===== src/rtl/usb_wb_bridge.sv =====
// rtl/usb_wb_bridge.sv - USB ch1 command packets to single Wishbone accesses with response packets
// Optional feature macro: USB_WB_BRIDGE_TIMEOUT_EN (Wishbone no-response timeout).
package usb_wb_pkg;
  typedef struct packed {
    logic [31:0] adr;
    logic [31:0] dat;
    logic [3:0]  sel;
    logic        we;
    logic        cyc;
    logic        stb;
  } wb_m2s_t;

  typedef struct packed {
    logic [31:0] dat;
    logic        ack;
    logic        err;
  } wb_s2m_t;
endpackage

module usb_wb_bridge
  import usb_wb_pkg::*;
#(
  parameter int CHANNEL_ID     = 1,
  parameter int TIMEOUT_CYCLES = 1024
) (
  input  logic        clk_i,
  input  logic        rst_ni,
  input  logic        rx_valid_i,
  output logic        rx_ready_o,
  input  logic [31:0] rx_data_i,
  input  logic        rx_last_i,
  output logic        tx_valid_o,
  input  logic        tx_ready_i,
  output logic [31:0] tx_data_o,
  output logic [7:0]  tx_dst_o,
  output logic [31:0] tx_length_o,
  output logic        tx_last_o,
  output wb_m2s_t     wb_m2s_o,
  input  wb_s2m_t     wb_s2m_i,
  output logic        busy_o
);
  typedef enum logic [3:0] {
    IDLE, ADDR, WR_DATA, WB_WR, WR_DRAIN, RD_DRAIN, RD_WB, RD_TX, STATUS
  } state_t;

  state_t      state;
  logic [3:0]  op;
  logic [7:0]  n, cnt, done;
  logic [31:0] addr;
  logic        last_seen, malformed, wberr, tmo, live;
  logic        tmo_hit, rx_fire, tx_fire, wb_fail, wb_ok;

  function automatic wb_m2s_t wb_req(input logic [31:0] a, input logic we, input logic [31:0] d);
    wb_m2s_t r;
    r.adr = a;
    r.dat = d;
    r.sel = 4'hF;
    r.we  = we;
    r.cyc = 1'b1;
    r.stb = 1'b1;
    return r;
  endfunction

  // live keeps rx_ready low for the first cycle out of reset
  assign rx_ready_o = live && (state inside {IDLE, ADDR, WR_DATA, WR_DRAIN, RD_DRAIN});
  assign rx_fire    = rx_valid_i & rx_ready_o;
  assign tx_fire    = tx_valid_o & tx_ready_i;
  assign wb_fail    = wb_m2s_o.cyc & (wb_s2m_i.err | tmo_hit);
  assign wb_ok      = wb_m2s_o.cyc & wb_s2m_i.ack & ~wb_fail;
  assign busy_o     = (state != IDLE);
  assign tx_dst_o   = 8'(CHANNEL_ID);

`ifdef USB_WB_BRIDGE_TIMEOUT_EN
  localparam int TMO_W = $clog2(TIMEOUT_CYCLES + 1);
  logic [TMO_W-1:0] tmo_cnt;

  always_ff @(posedge clk_i or negedge rst_ni) begin
    if (!rst_ni)           tmo_cnt <= '0;
    else if (!wb_m2s_o.cyc) tmo_cnt <= '0;
    else                   tmo_cnt <= tmo_cnt + 1'b1;
  end

  assign tmo_hit = wb_m2s_o.cyc && (tmo_cnt == TMO_W'(TIMEOUT_CYCLES - 1));
`else
  assign tmo_hit = 1'b0;
`endif

  always_ff @(posedge clk_i or negedge rst_ni) begin
    if (!rst_ni) begin
      state       <= IDLE;
      live        <= 1'b0;
      op          <= '0;
      n           <= '0;
      cnt         <= '0;
      done        <= '0;
      addr        <= '0;
      last_seen   <= 1'b0;
      malformed   <= 1'b0;
      wberr       <= 1'b0;
      tmo         <= 1'b0;
      tx_valid_o  <= 1'b0;
      tx_last_o   <= 1'b0;
      tx_data_o   <= '0;
      tx_length_o <= '0;
      wb_m2s_o    <= '0;
    end else begin
      live <= 1'b1;
      if (wb_ok || wb_fail) wb_m2s_o <= '0;
      if (wb_fail) begin
        wberr <= 1'b1;
        tmo   <= tmo | tmo_hit;
      end
      if (wb_ok) begin
        done <= done + 8'd1;
        addr <= addr + 32'd4;
      end
      case (state)
        IDLE: if (rx_fire) begin
          op        <= rx_data_i[31:28];
          n         <= rx_data_i[7:0];
          cnt       <= '0;
          done      <= '0;
          malformed <= 1'b0;
          wberr     <= 1'b0;
          tmo       <= 1'b0;
          last_seen <= 1'b0;
          if (rx_last_i) begin
            malformed   <= 1'b1;
            tx_length_o <= 32'd4;
            state       <= STATUS;
          end else begin
            state <= ADDR;
          end
        end
        ADDR: if (rx_fire) begin
          addr        <= {rx_data_i[31:2], 2'b00};
          tx_length_o <= 32'd4;
          if (!(op == 4'd1 || op == 4'd2) || n == 8'd0) begin
            malformed <= 1'b1;
            state     <= rx_last_i ? STATUS : WR_DRAIN;
          end else if (op == 4'd1) begin
            if (rx_last_i) begin
              malformed <= 1'b1;
              state     <= STATUS;
            end else begin
              state <= WR_DATA;
            end
          end else begin
            tx_length_o <= {22'd0, n, 2'b00} + 32'd4;
            if (rx_last_i) begin
              wb_m2s_o <= wb_req({rx_data_i[31:2], 2'b00}, 1'b0, 32'd0);
              state    <= RD_WB;
            end else begin
              state <= RD_DRAIN;
            end
          end
        end
        WR_DATA: if (rx_fire) begin
          cnt       <= cnt + 8'd1;
          last_seen <= rx_last_i;
          wb_m2s_o  <= wb_req(addr, 1'b1, rx_data_i);
          state     <= WB_WR;
        end
        WB_WR: if (wb_ok || wb_fail) begin
          if (cnt == n) begin
            state <= last_seen ? STATUS : WR_DRAIN;
          end else if (last_seen) begin
            malformed <= 1'b1;
            state     <= STATUS;
          end else begin
            state <= wb_fail ? WR_DRAIN : WR_DATA;
          end
        end
        // Drains unused write data after an error, surplus words and bad-op payloads
        WR_DRAIN: if (rx_fire) begin
          if (cnt >= n) malformed <= 1'b1;
          else          cnt <= cnt + 8'd1;
          if (rx_last_i) begin
            if ({1'b0, cnt} + 9'd1 < {1'b0, n}) malformed <= 1'b1;
            state <= STATUS;
          end
        end
        RD_DRAIN: if (rx_fire) begin
          malformed <= 1'b1;
          if (rx_last_i) begin
            wb_m2s_o <= wb_req(addr, 1'b0, 32'd0);
            state    <= RD_WB;
          end
        end
        RD_WB: if (wb_ok || wb_fail) begin
          tx_data_o  <= wb_ok ? wb_s2m_i.dat : 32'd0;
          tx_valid_o <= 1'b1;
          state      <= RD_TX;
        end
        RD_TX: if (tx_fire) begin
          cnt <= cnt + 8'd1;
          if (cnt + 8'd1 == n) begin
            tx_valid_o <= 1'b0;
            state      <= STATUS;
          end else if (wberr) begin
            tx_data_o <= 32'd0;
          end else begin
            tx_valid_o <= 1'b0;
            wb_m2s_o   <= wb_req(addr, 1'b0, 32'd0);
            state      <= RD_WB;
          end
        end
        STATUS: begin
          if (!tx_valid_o) begin
            tx_data_o  <= {op, 9'd0, tmo, malformed, wberr, 8'd0, done};
            tx_valid_o <= 1'b1;
            tx_last_o  <= 1'b1;
          end else if (tx_ready_i) begin
            tx_valid_o <= 1'b0;
            tx_last_o  <= 1'b0;
            state      <= IDLE;
          end
        end
        default: state <= IDLE;
      endcase
    end
  end
endmodule


===== config.mk =====
export PLATFORM = sky130hd
export DESIGN_NAME = usb_wb_bridge
export DESIGN_NICKNAME = d
export VERILOG_FILES = /design/src/rtl/usb_wb_bridge.sv
export SDC_FILE = /design/constraint.sdc
export NUM_CORES = 1
export LEC_CHECK = 0
export CAP_MARGIN = 10
export CORE_UTILIZATION = 45
export CTS_CLUSTER_SIZE = 10
export DETAILED_ROUTE_END_ITERATION = 10
export GPL_ROUTABILITY_DRIVEN = 1
export PLACE_DENSITY = 0.76
export SLEW_MARGIN = 5
export SYNTH_ARGS = -nofsm -noshare
export SYNTH_HDL_FRONTEND = slang
export SYNTH_SLANG_ARGS = --single-unit
export TNS_END_PERCENT = 20

===== constraint.sdc =====
create_clock -name clk_i -period 2.9 [get_ports clk_i]
set_input_delay 0.725 -clock clk_i [delete_from_list [all_inputs] [get_ports clk_i]]
set_output_delay 0.725 -clock clk_i [all_outputs]
set_load 0.01 [all_outputs]

==> results of run 1 <==
[layout make-up]
cell class | count | area, um2
multi-input combinational | 659 | 4215
sequential | 180 | 4504
tap | 265 | 331.6
timing repair buffer | 286 | 2749
clock inverter | 13 | 160.2
clock buffer | 18 | 439.2
inverter | 42 | 157.7
fill | 1588 | 7097
[sequential cells by signal, summed over array words and instances (netlist names)]
name,count
last_seen,1
cnt,8
wberr,1
malformed,1
op,4
wb_m2s_o,71
state,4
addr,30
n,8
tx_data_o,32
done,8
live,1
tx_valid_o,1
tx_length_o,9
tx_last_o,1
[synthesized netlist by cell type, types with 3 or more instances]
cell type and instances:
nand3_1 47, o21ai_1 31, and3_1 11, and2_1 6, nor3_2 5, clkbuf_1 22, dfrtp_1 180, nand2_1 75
or2_1 3, nand4_1 11, a221oi_1 3, nand2b_1 5, a31oi_1 4, a22o_1 35, buf_2 23, o21ai_0 21
xor2_1 18, a21oi_1 59, and3b_1 3, buf_4 33, a22oi_1 14, nor3b_1 3, mux2_1 4, a21o_1 7
a221o_1 30, a211oi_1 3, xnor2_1 32, nor2b_1 32, ha_1 23, buf_6 3, nor2_1 84, inv_1 41
nor3_1 14, nor4_1 3
[where the power goes]
part | total, mW | internal, mW | switching (mW)
logic | 5.28 | 2.65 | 2.63
registers | 3.91 | 3.26 | 0.653
clock network | 2.38 | 1.32 | 1.06
total | 11.6 | 7.23 | 4.35
[how the worst max path moves through the flow]
| stage | from | to | slack [ns] | cells after the start |
|---|---|---|---|---|
| 2_1_floorplan | cnt[0] | wb_m2s_o[46] | 0.008 | 13 |
| 3_3_place_gp | cnt[0] | wb_m2s_o[14] | -0.41 | 12 |
| 3_5_place_dp | cnt[1] | wb_m2s_o[14] | -0.49 | 12 |
| 4_1_cts | cnt[1] | wb_m2s_o[70] | -0.02 | 11 |
| 5_1_grt | cnt[1] | wb_m2s_o[54] | -0.10 | 14 |
| 6_report | cnt[1] | wb_m2s_o[68] | -0.03 | 14 |
[worst register-to-register path: cells and delay by family (launching register included)]
kind	cells	cell delay [ns]
flops	1	0.45
xor+xnor	1	0.16
fa+ha+maj	2	0.46
simple gates	4	0.48
buf+inv	3	0.41
compound gates	4	0.85
[per-stage QoR]
step	util	TNS (ns)	worst slack (ns)	hold slack, ns	cell area, um2
2_1_floorplan	-	0	0.008277	0.4294	9228
3_3_place_gp	0.5943	-19.37	-0.4088	0.4584	11680
3_5_place_dp	0.5943	-23.83	-0.4861	0.4661	11680
4_1_cts	0.6259	-0.2117	-0.02371	0.2789	12300
5_1_grt	0.6389	-2.366	-0.1027	0.2910	12560
6_report	0.6389	-0.09052	-0.02533	0.2568	12560
[logic make-up (layout without fill, tap and decap cells)]
group	count (synthesis)	in the layout	share of synthesized area
compound gates	228	228	0.1745
xor+xnor	50	50	0.04810
fa+ha+maj	23	23	0.03161
buf+inv	124	359	0.07037
flops	180	180	0.4948
mux	6	6	0.007421
other cells	2	32	0.0008249
simple gates	317	320	0.1724
[routing by layer]
| metal | part of all wire | wire length, um |
|---|---|---|
| met4 | 0.017 | 444 |
| met3 | 0.074 | 1946 |
| met2 | 0.48 | 12630 |
| met5 | 0 | 0 |
| met1 | 0.43 | 11360 |
[repair_timing]
item,in CTS,in global routing
endpoints found under the setup margin,64,64
gates resized for setup,1,18
buffers inserted,0,18
pin swaps,2,29
cloned,2,1
==> impl_metrics.yaml, run 1 <==
status:
  outcome: "finished, violations left"
  violations: "negative setup slack"
routing:
  drt_iter0_drc: 686
  drc: 0
  post_drt_wl_per_cell_um: 18.03
  ant_nets: 0
  viasPerCell: 5.496
  routed_wl_um: 26370
  vias: 8041
  drtPass1Iterations: 7
worst_setup_path:
  reg2reg_to: "wb_m2s_o[68]"
  timing.rr.start: "cnt[1]"
  r2r_slack_ns: -0.03
  crit_top_cell: "buf_12"
  path_max_fanout: 10
  crit_type: "reg -> reg"
  slowest_delay_ns: 0.45
  cpLargestDelayFamily: "compound AO/OA/AOI/OAI gates"
  path_cells: "ha_4 > nand3_4 > nor2_2 > xor2_1 > ha_1 > and4_4 > a31oi_4 > o221ai_4 > a21oi_4 > buf_12 > nor2b_4 > buf_12 > buf_6 > a221o_1"
  cp_data_required_time_ns: 3.22
  slowest_stage: "dfrtp_1"
  path_buf_inv: 3
  critPathArrivalTime_ns: 3.24
  worstSetupStartpointType: "flip-flop"
  endpoint_kind: "flip-flop"
  ff2ff_path_depth: 14
synth:
  syn_inst: 930
  netlist_area_mm2: 0.009104
  synth_cell_types: 67
  synth_area_leaders: "dfrtp_1 49%, nor2_1 3.5%, a22o_1 3.4%, a221o_1 3.3%, a21oi_1 3.2%"
  synth_warnings: 0
  ys_ff_latch: 180
  syn_area_per_cell_um2: 9.789
  yosysTopAreaCellShare: 0.4948
  ys_seq_area_frac: 0.4948
  synth-edff-count: 0
  async_reset_ff_frac: 1.000
  synth_top_area_cell: "dfrtp_1"
  synthFlopType: "dfrtp_1"
cells_and_area:
  fin_cells: 1463
  mostFrequentLayoutCells: "185 x clkdlybuf4s50_1, 180 x dfrtp_1, 86 x buf_4"
  num-nets-final: 1280
  final_common_cell: "clkdlybuf4s50_1"
  layout-drive-gt1-share: 0.1419
  area_delta_synth_final_pct: 37.93
  num_antenna_cells: 0
floorplan:
  core_mm2: 0.01965
  die-width_um: 144.2
  start_util: 0.4632
  io_pins: 218
  die_y_um: 144.2
  die_area_mm2: 0.02080
  std_cell_rows: 51
grt:
  grt_pass1_wl_um: 40270
  grt_pass1_vias: 7590
  met3_usage: 0.05497
  track_usage: 0.2523
  overflow: 0
  met1_usage: 0.3325
  grt_max_degree: 65
  grt-busiest-layer: "met2"
  use_met2: 0.4160
  antenna_found_initial: 0
timing:
  fin_crit_ns: 2.925
  hold_viol: 0
  max-slew-margin-rel: 0.4800
  worst_slack_ns: -0.02533
  worst_pin_slew_ns: 0.7800
  rsz0062_at_grt: "true"
  setup_viol: 7
  drv_slew: 0
  clock.fmax_mhz: 341.8
  fin_worst_skew_ns: 0.01076
  post-route-period-util: 1.009
clocking:
  insertion_delay_ns: 0.45
  clk_path_buf_depth: 2
  path_clk_slew_ns: 0.07
  cts_hold_buf: 0
  clock_tree.root_cell: "clkbuf_16"
  cts_tree: "done"
  htree_num_levels: 4
  cts_sinks: 180
  numCtsBuffers: 17
min_path:
  min_path_type: "in -> async"
place:
  place_congestion: 0.9374
  io_buffers: 186
  dpl.cell_count: 1413
  hpwl_um: 18050
power_and_ir_drop:
  power.leakage_nw: 5.542
  power.density_mw_per_mm2: 921.9
  ir_drop_uv: 481.5
  total_power_mw: 11.58
run:
  cap_violations: 0
(Power assumes the default switching activity.)
==> inputs of run 2 (changes only) <==
Settings changed: CTS_CLUSTER_SIZE 10 to 8.
==> results of run 2 <==
The final DEF is identical to that of run 1; final timing and power are the same.
